File: src/rtl/ff_bank_pkg.sv
// Shared opcodes, controller state encoding and cell mode select for the
// flip-flop bank sequencer.
package ff_bank_pkg;

  localparam logic [2:0] OP_NOP    = 3'd0;
  localparam logic [2:0] OP_LOAD   = 3'd1;
  localparam logic [2:0] OP_TOGGLE = 3'd2;
  localparam logic [2:0] OP_JK     = 3'd3;
  localparam logic [2:0] OP_RUN    = 3'd4;
  localparam logic [2:0] OP_CLEAR  = 3'd5;
  localparam logic [2:0] OP_PRESET = 3'd6;
  localparam logic [2:0] OP_RSVD   = 3'd7;

  typedef enum logic [1:0] {
    IDLE = 2'd0,
    EXEC = 2'd1,
    RUN  = 2'd2
  } state_e;

  typedef enum logic [1:0] {
    MODE_HOLD = 2'd0,
    MODE_D    = 2'd1,
    MODE_T    = 2'd2,
    MODE_JK   = 2'd3
  } cell_mode_e;

endpackage

File: src/rtl/ff_bank_if.sv
// Command handshake and bank status bundle between the host and ff_bank_ctrl.
interface ff_bank_if #(
  parameter int WIDTH = 4
);
  logic             cmd_valid;
  logic             cmd_ready;
  logic [2:0]       cmd_op;
  logic [WIDTH-1:0] cmd_arg;
  logic [WIDTH-1:0] cmd_arg2;
  logic             cmd_abort;
  logic [WIDTH-1:0] q;
  logic             busy;
  logic             done;
  logic             wrap;

  modport master (
    output cmd_valid, cmd_op, cmd_arg, cmd_arg2, cmd_abort,
    input  cmd_ready, q, busy, done, wrap
  );

  modport slave (
    input  cmd_valid, cmd_op, cmd_arg, cmd_arg2, cmd_abort,
    output cmd_ready, q, busy, done, wrap
  );
endinterface

File: src/rtl/ff_cell.sv
// One bank cell: a flip-flop whose next-state function is selected as D, T,
// JK or hold; preset forces it to its INIT bit.
module ff_cell
  import ff_bank_pkg::*;
#(
  parameter logic INIT_BIT = 1'b1
) (
  input  logic       clock,
  input  logic       preset,
  input  cell_mode_e mode,
  input  logic       d,
  input  logic       t,
  input  logic       j,
  input  logic       k,
  output logic       q
);

  // NOTE: state uses non-blocking assignments and the asynchronous preset
  // sits in the sensitivity list, so it acts without waiting for a clock.
  always_ff @(posedge clock or negedge preset) begin
    if (!preset) begin
      q <= INIT_BIT;
    end else begin
      unique case (mode)
        MODE_D:  q <= d;
        MODE_T:  q <= q ^ t;
        MODE_JK: q <= (j & ~q) | (~k & q);
        default: q <= q;
      endcase
    end
  end

endmodule

File: src/rtl/ff_bank_ctrl.sv
// Command sequencer for a bank of WIDTH D/T/JK cells: single-cycle ops go
// through EXEC, RUN counts the bank up for a programmed number of steps.
module ff_bank_ctrl
  import ff_bank_pkg::*;
#(
  parameter int               WIDTH = 4,
  parameter logic [WIDTH-1:0] INIT  = '1
) (
  input  logic     clock,
  input  logic     preset,
  ff_bank_if.slave bus
);

  localparam logic [WIDTH-1:0] ONE = {{(WIDTH-1){1'b0}}, 1'b1};

  state_e           state;
  logic [2:0]       op_r;
  logic [WIDTH-1:0] arg_r;
  logic [WIDTH-1:0] arg2_r;
  logic [WIDTH-1:0] remaining;
  logic             cmd_ready_r;
  logic             busy_r;
  logic             done_r;
  logic             wrap_r;

  logic [WIDTH-1:0] q_w;
  logic [WIDTH-1:0] run_t;
  logic [WIDTH-1:0] cell_d;
  logic [WIDTH-1:0] cell_t;
  logic [WIDTH-1:0] cell_j;
  logic [WIDTH-1:0] cell_k;
  cell_mode_e       cell_mode;
  logic             accept;
  logic             run_step;

  assign accept   = bus.cmd_valid && cmd_ready_r;
  assign run_step = (state == RUN) && !bus.cmd_abort && (remaining != '0);

  // Ripple-carry toggle enables: cell i flips when every lower cell is 1.
  assign run_t[0] = 1'b1;
  for (genvar i = 1; i < WIDTH; i++) begin : g_carry
    assign run_t[i] = &q_w[i-1:0];
  end

  // NOTE: every output of this block gets a default first, so no path
  // through the case statements can leave a latch behind.
  always_comb begin
    cell_mode = MODE_HOLD;
    cell_d    = '0;
    cell_t    = '0;
    cell_j    = '0;
    cell_k    = '0;
    if (state == EXEC) begin
      unique case (op_r)
        OP_LOAD:   begin cell_mode = MODE_D;  cell_d = arg_r; end
        OP_TOGGLE: begin cell_mode = MODE_T;  cell_t = arg_r; end
        OP_JK:     begin cell_mode = MODE_JK; cell_j = arg_r; cell_k = arg2_r; end
        OP_CLEAR:  begin cell_mode = MODE_D;  cell_d = '0;    end
        OP_PRESET: begin cell_mode = MODE_D;  cell_d = INIT;  end
        default:   cell_mode = MODE_HOLD;
      endcase
    end else if (run_step) begin
      cell_mode = MODE_T;
      cell_t    = run_t;
    end
  end

  for (genvar i = 0; i < WIDTH; i++) begin : g_cell
    ff_cell #(
      .INIT_BIT (INIT[i])
    ) u_cell (
      .clock  (clock),
      .preset (preset),
      .mode   (cell_mode),
      .d      (cell_d[i]),
      .t      (cell_t[i]),
      .j      (cell_j[i]),
      .k      (cell_k[i]),
      .q      (q_w[i])
    );
  end

  always_ff @(posedge clock or negedge preset) begin
    if (!preset) begin
      state       <= IDLE;
      op_r        <= OP_NOP;
      arg_r       <= '0;
      arg2_r      <= '0;
      remaining   <= '0;
      cmd_ready_r <= 1'b1;
      busy_r      <= 1'b0;
      done_r      <= 1'b0;
      wrap_r      <= 1'b0;
    end else begin
      done_r <= 1'b0;
      wrap_r <= 1'b0;
      unique case (state)
        IDLE: begin
          if (accept) begin
            op_r        <= bus.cmd_op;
            arg_r       <= bus.cmd_arg;
            arg2_r      <= bus.cmd_arg2;
            busy_r      <= 1'b1;
            cmd_ready_r <= 1'b0;
            if (bus.cmd_op == OP_RUN) begin
              state     <= RUN;
              remaining <= bus.cmd_arg;
            end else begin
              state     <= EXEC;
            end
          end
        end
        EXEC: begin
          state       <= IDLE;
          done_r      <= 1'b1;
          busy_r      <= 1'b0;
          cmd_ready_r <= 1'b1;
        end
        RUN: begin
          if (bus.cmd_abort) begin
            state       <= IDLE;
            remaining   <= '0;
            busy_r      <= 1'b0;
            cmd_ready_r <= 1'b1;
          end else if (remaining == '0) begin
            state       <= IDLE;
            done_r      <= 1'b1;
            busy_r      <= 1'b0;
            cmd_ready_r <= 1'b1;
          end else begin
            remaining <= remaining - ONE;
            wrap_r    <= &q_w;
          end
        end
        default: begin
          state       <= IDLE;
          busy_r      <= 1'b0;
          cmd_ready_r <= 1'b1;
        end
      endcase
    end
  end

  assign bus.q         = q_w;
  assign bus.cmd_ready = cmd_ready_r;
  assign bus.busy      = busy_r;
  assign bus.done      = done_r;
  assign bus.wrap      = wrap_r;

endmodule
File: src/flat_wrapper.sv
// flat-port wrapper written by rule: the top's interface ports become plain ports
module ff_bank_ctrl_flat import ff_bank_pkg::*;
#(
  parameter int               WIDTH = 4,
  parameter logic [WIDTH-1:0] INIT  = '1
)
  (clock, preset, bus_cmd_valid, bus_cmd_op, bus_cmd_arg, bus_cmd_arg2, bus_cmd_abort, bus_cmd_ready, bus_q, bus_busy, bus_done, bus_wrap);
  ff_bank_if #(.WIDTH(WIDTH)) bus_i ();
  input  logic clock;
  input  logic preset;
  input wire logic [$bits(bus_i.cmd_valid)-1:0] bus_cmd_valid;
  input wire logic [$bits(bus_i.cmd_op)-1:0] bus_cmd_op;
  input wire logic [$bits(bus_i.cmd_arg)-1:0] bus_cmd_arg;
  input wire logic [$bits(bus_i.cmd_arg2)-1:0] bus_cmd_arg2;
  input wire logic [$bits(bus_i.cmd_abort)-1:0] bus_cmd_abort;
  output wire logic [$bits(bus_i.cmd_ready)-1:0] bus_cmd_ready;
  output wire logic [$bits(bus_i.q)-1:0] bus_q;
  output wire logic [$bits(bus_i.busy)-1:0] bus_busy;
  output wire logic [$bits(bus_i.done)-1:0] bus_done;
  output wire logic [$bits(bus_i.wrap)-1:0] bus_wrap;
  assign bus_i.cmd_valid = bus_cmd_valid;
  assign bus_i.cmd_op = bus_cmd_op;
  assign bus_i.cmd_arg = bus_cmd_arg;
  assign bus_i.cmd_arg2 = bus_cmd_arg2;
  assign bus_i.cmd_abort = bus_cmd_abort;
  assign bus_cmd_ready = bus_i.cmd_ready;
  assign bus_q = bus_i.q;
  assign bus_busy = bus_i.busy;
  assign bus_done = bus_i.done;
  assign bus_wrap = bus_i.wrap;
  ff_bank_ctrl #(.WIDTH(WIDTH), .INIT(INIT)) u_core (.clock(clock), .preset(preset), .bus(bus_i));
endmodule
File: config.mk
export PLATFORM = sky130hd
export DESIGN_NAME = ff_bank_ctrl_flat
export DESIGN_NICKNAME = d
export VERILOG_FILES = /design/src/rtl/ff_bank_pkg.sv /design/src/rtl/ff_bank_if.sv /design/src/rtl/ff_cell.sv /design/src/rtl/ff_bank_ctrl.sv /design/src/flat_wrapper.sv
export SDC_FILE = /design/constraint.sdc
export NUM_CORES = 1
export LEC_CHECK = 0
export ABC_AREA = 1
export BUFFER_PORTS_ARGS = -buffer_cell sky130_fd_sc_hd__buf_2
export CORE_ASPECT_RATIO = 1.4
export CORE_MARGIN = 2
export CORE_UTILIZATION = 45
export DETAILED_ROUTE_END_ITERATION = 6
export PLACE_DENSITY = 0.74
export SETUP_SLACK_MARGIN = 0.02
export SYNTH_ARGS = -nofsm -noshare
export SYNTH_HDL_FRONTEND = slang
export SYNTH_HIERARCHICAL = 1
export SYNTH_SLANG_ARGS = --single-unit
File: constraint.sdc
create_clock -name clock -period 2.98 [get_ports clock]
set_input_delay 0.596 -clock clock [delete_from_list [all_inputs] [get_ports clock]]
set_output_delay 0.596 -clock clock [all_outputs]
set_load 0.02 [all_outputs]
==> impl_results.md <==
* CP Launch Type: flop
* Clock Sinks at 25
* DR DRC count at 0
* Vias in the first global route at 1385
* First-pass GRT wire length at 5840 um
* CTS tree: yes
* Library cells used by synthesis at 29
* Power share of the combinational group at 52.5%
* Fin crit share at 63.2%
* Final antenna-violating net count at 0
* Critical Path AT at 2.09 ns
* Finished Layout Cells at 290
* Die Width at 54.8 um
* Fillers at between 300 and 400
* Synth area leader: dfrtp_1
* DP HPWL at ~2600 um
* Top-area cell type share of the netlist area at 30.8%
* Post-CTS Setup Bufs at 0
* DRT Pass-1 Iters at 4
* Diode count at 0
* Final Setup Violations at 0
* Status: complete, no violations
* IO Count at 23
* R2R setup slack at 1.10 ns
* Site Rows at 25
* Psw at 0.000848 W
* CTS buffer count at 3
* FF+latch count, synth at 25
* DRT iter0 DRCs at 34
* Net count after synthesis at 246
* Ys Warns at 6
* Worst min path class: input pin to async pin
* Cells taking the most area after synthesis: dfrtp_1 31%, nand2_1 16%, dfstp_2 8.1%, inv_1 7.4%, o21ai_0 4.6%
* GPL Wtd Cong at 0.944
* Register area share after synthesis at about two fifths
* Initial antenna violation count at 0
* Most frequent cells in the layout: 70 x nand2_1, 32 x inv_1, 22 x buf_2, 20 x dfrtp_1
* Peak Freq at 531 MHz
* GR Overflow Total at 0
* Final min period at approximately 1.9 ns
* Core Region at approximately 3400 sq um
* Clock-pin slew on the worst setup and hold paths at around 0.090 ns
* Largest stage delay, worst path at 0.41 ns
* Sw frac at 47.5%
* Die H at between 70 and 80 um
* Worst flop-to-flop path endpoint: u_core/g_cell[2].u_cell/q
* Critical Path RT at approximately 3.2 ns
* Post-Syn Area at 1630 sq um
* GRT Util Overall at 19.3%
* H-Tree Depth at 1
* Crit-path slowest cell: dfrtp_1
* Mapped Cells at approximately 230
* CP max FO at 12
* Cells after DPL at about 290
* Setup tns final at 0 ns
* Power per cell area at between 900 and 1000 nW/um^2
* Longest Clk Path Bufs at 2
* Slew Limit Fails at 0
* Pin count of the biggest net entering global routing at 26
* Max Cap Viol at 0
* Clock share of power at 11.4%
* Worst-Margin Slew at 0.702 ns
* Peak supply drop at 0.474 mV
* Internal at 0.000936 W
* Nets at 271
* Final Hold Viols at 0
* Clk_skew at 0.00501 ns
* Vias per cell at 5.08
* FF-to-FF Start: u_core/state[0]
* Flop pwr share at between 30% and 40%
* Starting density of the core at 47.7%
* Hold buffer count at cts at 0
* Slew margin rel. at 53.2%
* Worst R2R Path Depth at 13
* RSZ-0062 raised after global routing: false
* Die Area at 4120 sq um
* Clock Latency Late Sink at 0.27 ns
* CP Cell Sequence: inv_1, ha_1, inv_2, nor2_8, nand2_2, inv_2, nand2_2, o31ai_1, buf_4, nand2_1, nand3_1, o21ai_1, a21oi_2
* WS Path Type: flop to flop
* Setup WS pre-CTS at about 1.1 ns
* Avg Inst Size Synth at 7.19 sq um
* WL per Instance at 11.4 um
* Setup crit start: u_core/state[0]
* Final worst slack at 1.10 ns
* Vias at 1473
* CTS root buf: clkbuf_8
* Setup crit end kind: flop
* Routed WL at 3300 um
* Share of cells above drive strength 1 at between 20% and 30%
* Pleak at 0.909 nW
* P&R area growth vs syn at 11.7%
* Buffers added on ports at 22
* Commonest non-fill, non-tap cell in the layout: nand2_1
* Post-cts resize count at 0
[power by group through the flow]
| stage | sequential (W) | clock, W | combinational [W] |
|---|---|---|---|
| after floorplan | 0.000683 | 0 | 0.000696 |
| after global placement | 0.000649 | 0 | 0.000919 |
| after detailed placement | 0.000653 | 0 | 0.000935 |
| after CTS | 0.000647 | 0.000209 | 0.000941 |
| after global routing | 0.000669 | 0.000225 | 0.00108 |
| final | 0.000644 | 0.000203 | 0.000938 |
[area by class of cell]
cell class,count,area [sq um],area share [%]
Multi-Input combinational cell,158,820,45.1
Sequential cell,25,632,34.8
Inverter,40,150,8.27
Timing Repair Buffer,23,118,6.48
Tap cell,40,50.0,2.76
Clock buffer,3,41.3,2.27
Clock inverter,1,5.00,0.276
[state kept, by name (all words and copies together) (netlist names)]
name	count
u_core/arg2_r	4
u_core/arg_r	4
u_core/bus.busy	1
u_core/bus.cmd_ready	1
u_core/bus.done	1
u_core/bus.wrap	1
u_core/g_cell.u_cell/q	4
u_core/op_r	3
u_core/remaining	4
u_core/state	2
[stage by stage]
step | hold slack [ns] | instance area, sq um | total power, W | utilization (%)
CTS | 0.325 | 1820 | 0.00180 | 53.2
detailed placement | 0.464 | 1770 | 0.00159 | 51.9
floorplan | 0.300 | 1630 | 0.00138 | -
global placement | 0.456 | 1770 | 0.00157 | 51.9
finish | 0.302 | 1820 | 0.00178 | 53.2
global route | 0.355 | 1820 | 0.00198 | 53.2
[worst max-delay path by stage]
stage | endpoint | slack [ns]
2_1_floorplan | u_core/g_cell[0].u_cell/q | 0.70
6_report | u_core/g_cell[2].u_cell/q | 1.10
4_1_cts | u_core/state[1] | 1.10
5_1_grt | u_core/state[1] | 0.90
3_3_place_gp | u_core/state[1] | 1.11
3_5_place_dp | u_core/state[1] | 1.11
[routing by layer]
| metal | global-route usage [%] | vias to the layer above | routed length, um |
|---|---|---|---|
| li1 | - | 759 | - |
| met5 | 0 | - | 0 |
| met3 | 2.58 | 11 | 140 |
| met4 | 10.0 | 0 | 114 |
| met2 | 32.4 | 43 | 1660 |
| met1 | 23.4 | 660 | 1390 |
[cell usage after synthesis]
cell,n
nor3_1,1
o211ai_1,1
buf_4,1
a22oi_1,1
nand4_1,1
o21a_1,1
a21boi_0,1
o21ai_1,6
o21ai_0,15
a21oi_1,1
buf_6,1
ha_1,5
dfstp_2,5
dfrtp_1,20
inv_1,32
buf_2,1
nand3_2,6
nor2_8,1
o31ai_1,1
nor2_2,2
a21oi_2,5
or2_2,1
nand2_2,7
o22ai_1,3
nand2_1,70
nand3_1,11
nor2_1,15
nor4_1,3
inv_2,8
[kinds of logic (layout without fill, tap and decap cells)]
family          after synthesis  in the layout  share of synthesized area (%)
simple gates                118            118                           33.6
buf+inv                      43             67                           10.7
compound gates               35             35                           12.9
flops                        25             25                           38.9
fa+ha+maj                     5              5                           3.85
[critical path: cells and delay by family (launching register included)]
family	cells	cell delay, ns
and+or+nand+nor	5	0.43
DFF	1	0.41
buffers and inverters	4	0.51
AOI/OAI and AO/OA	3	0.26
adders and majority gates	1	0.20
No activity file was read; power rests on OpenSTA's default activity.
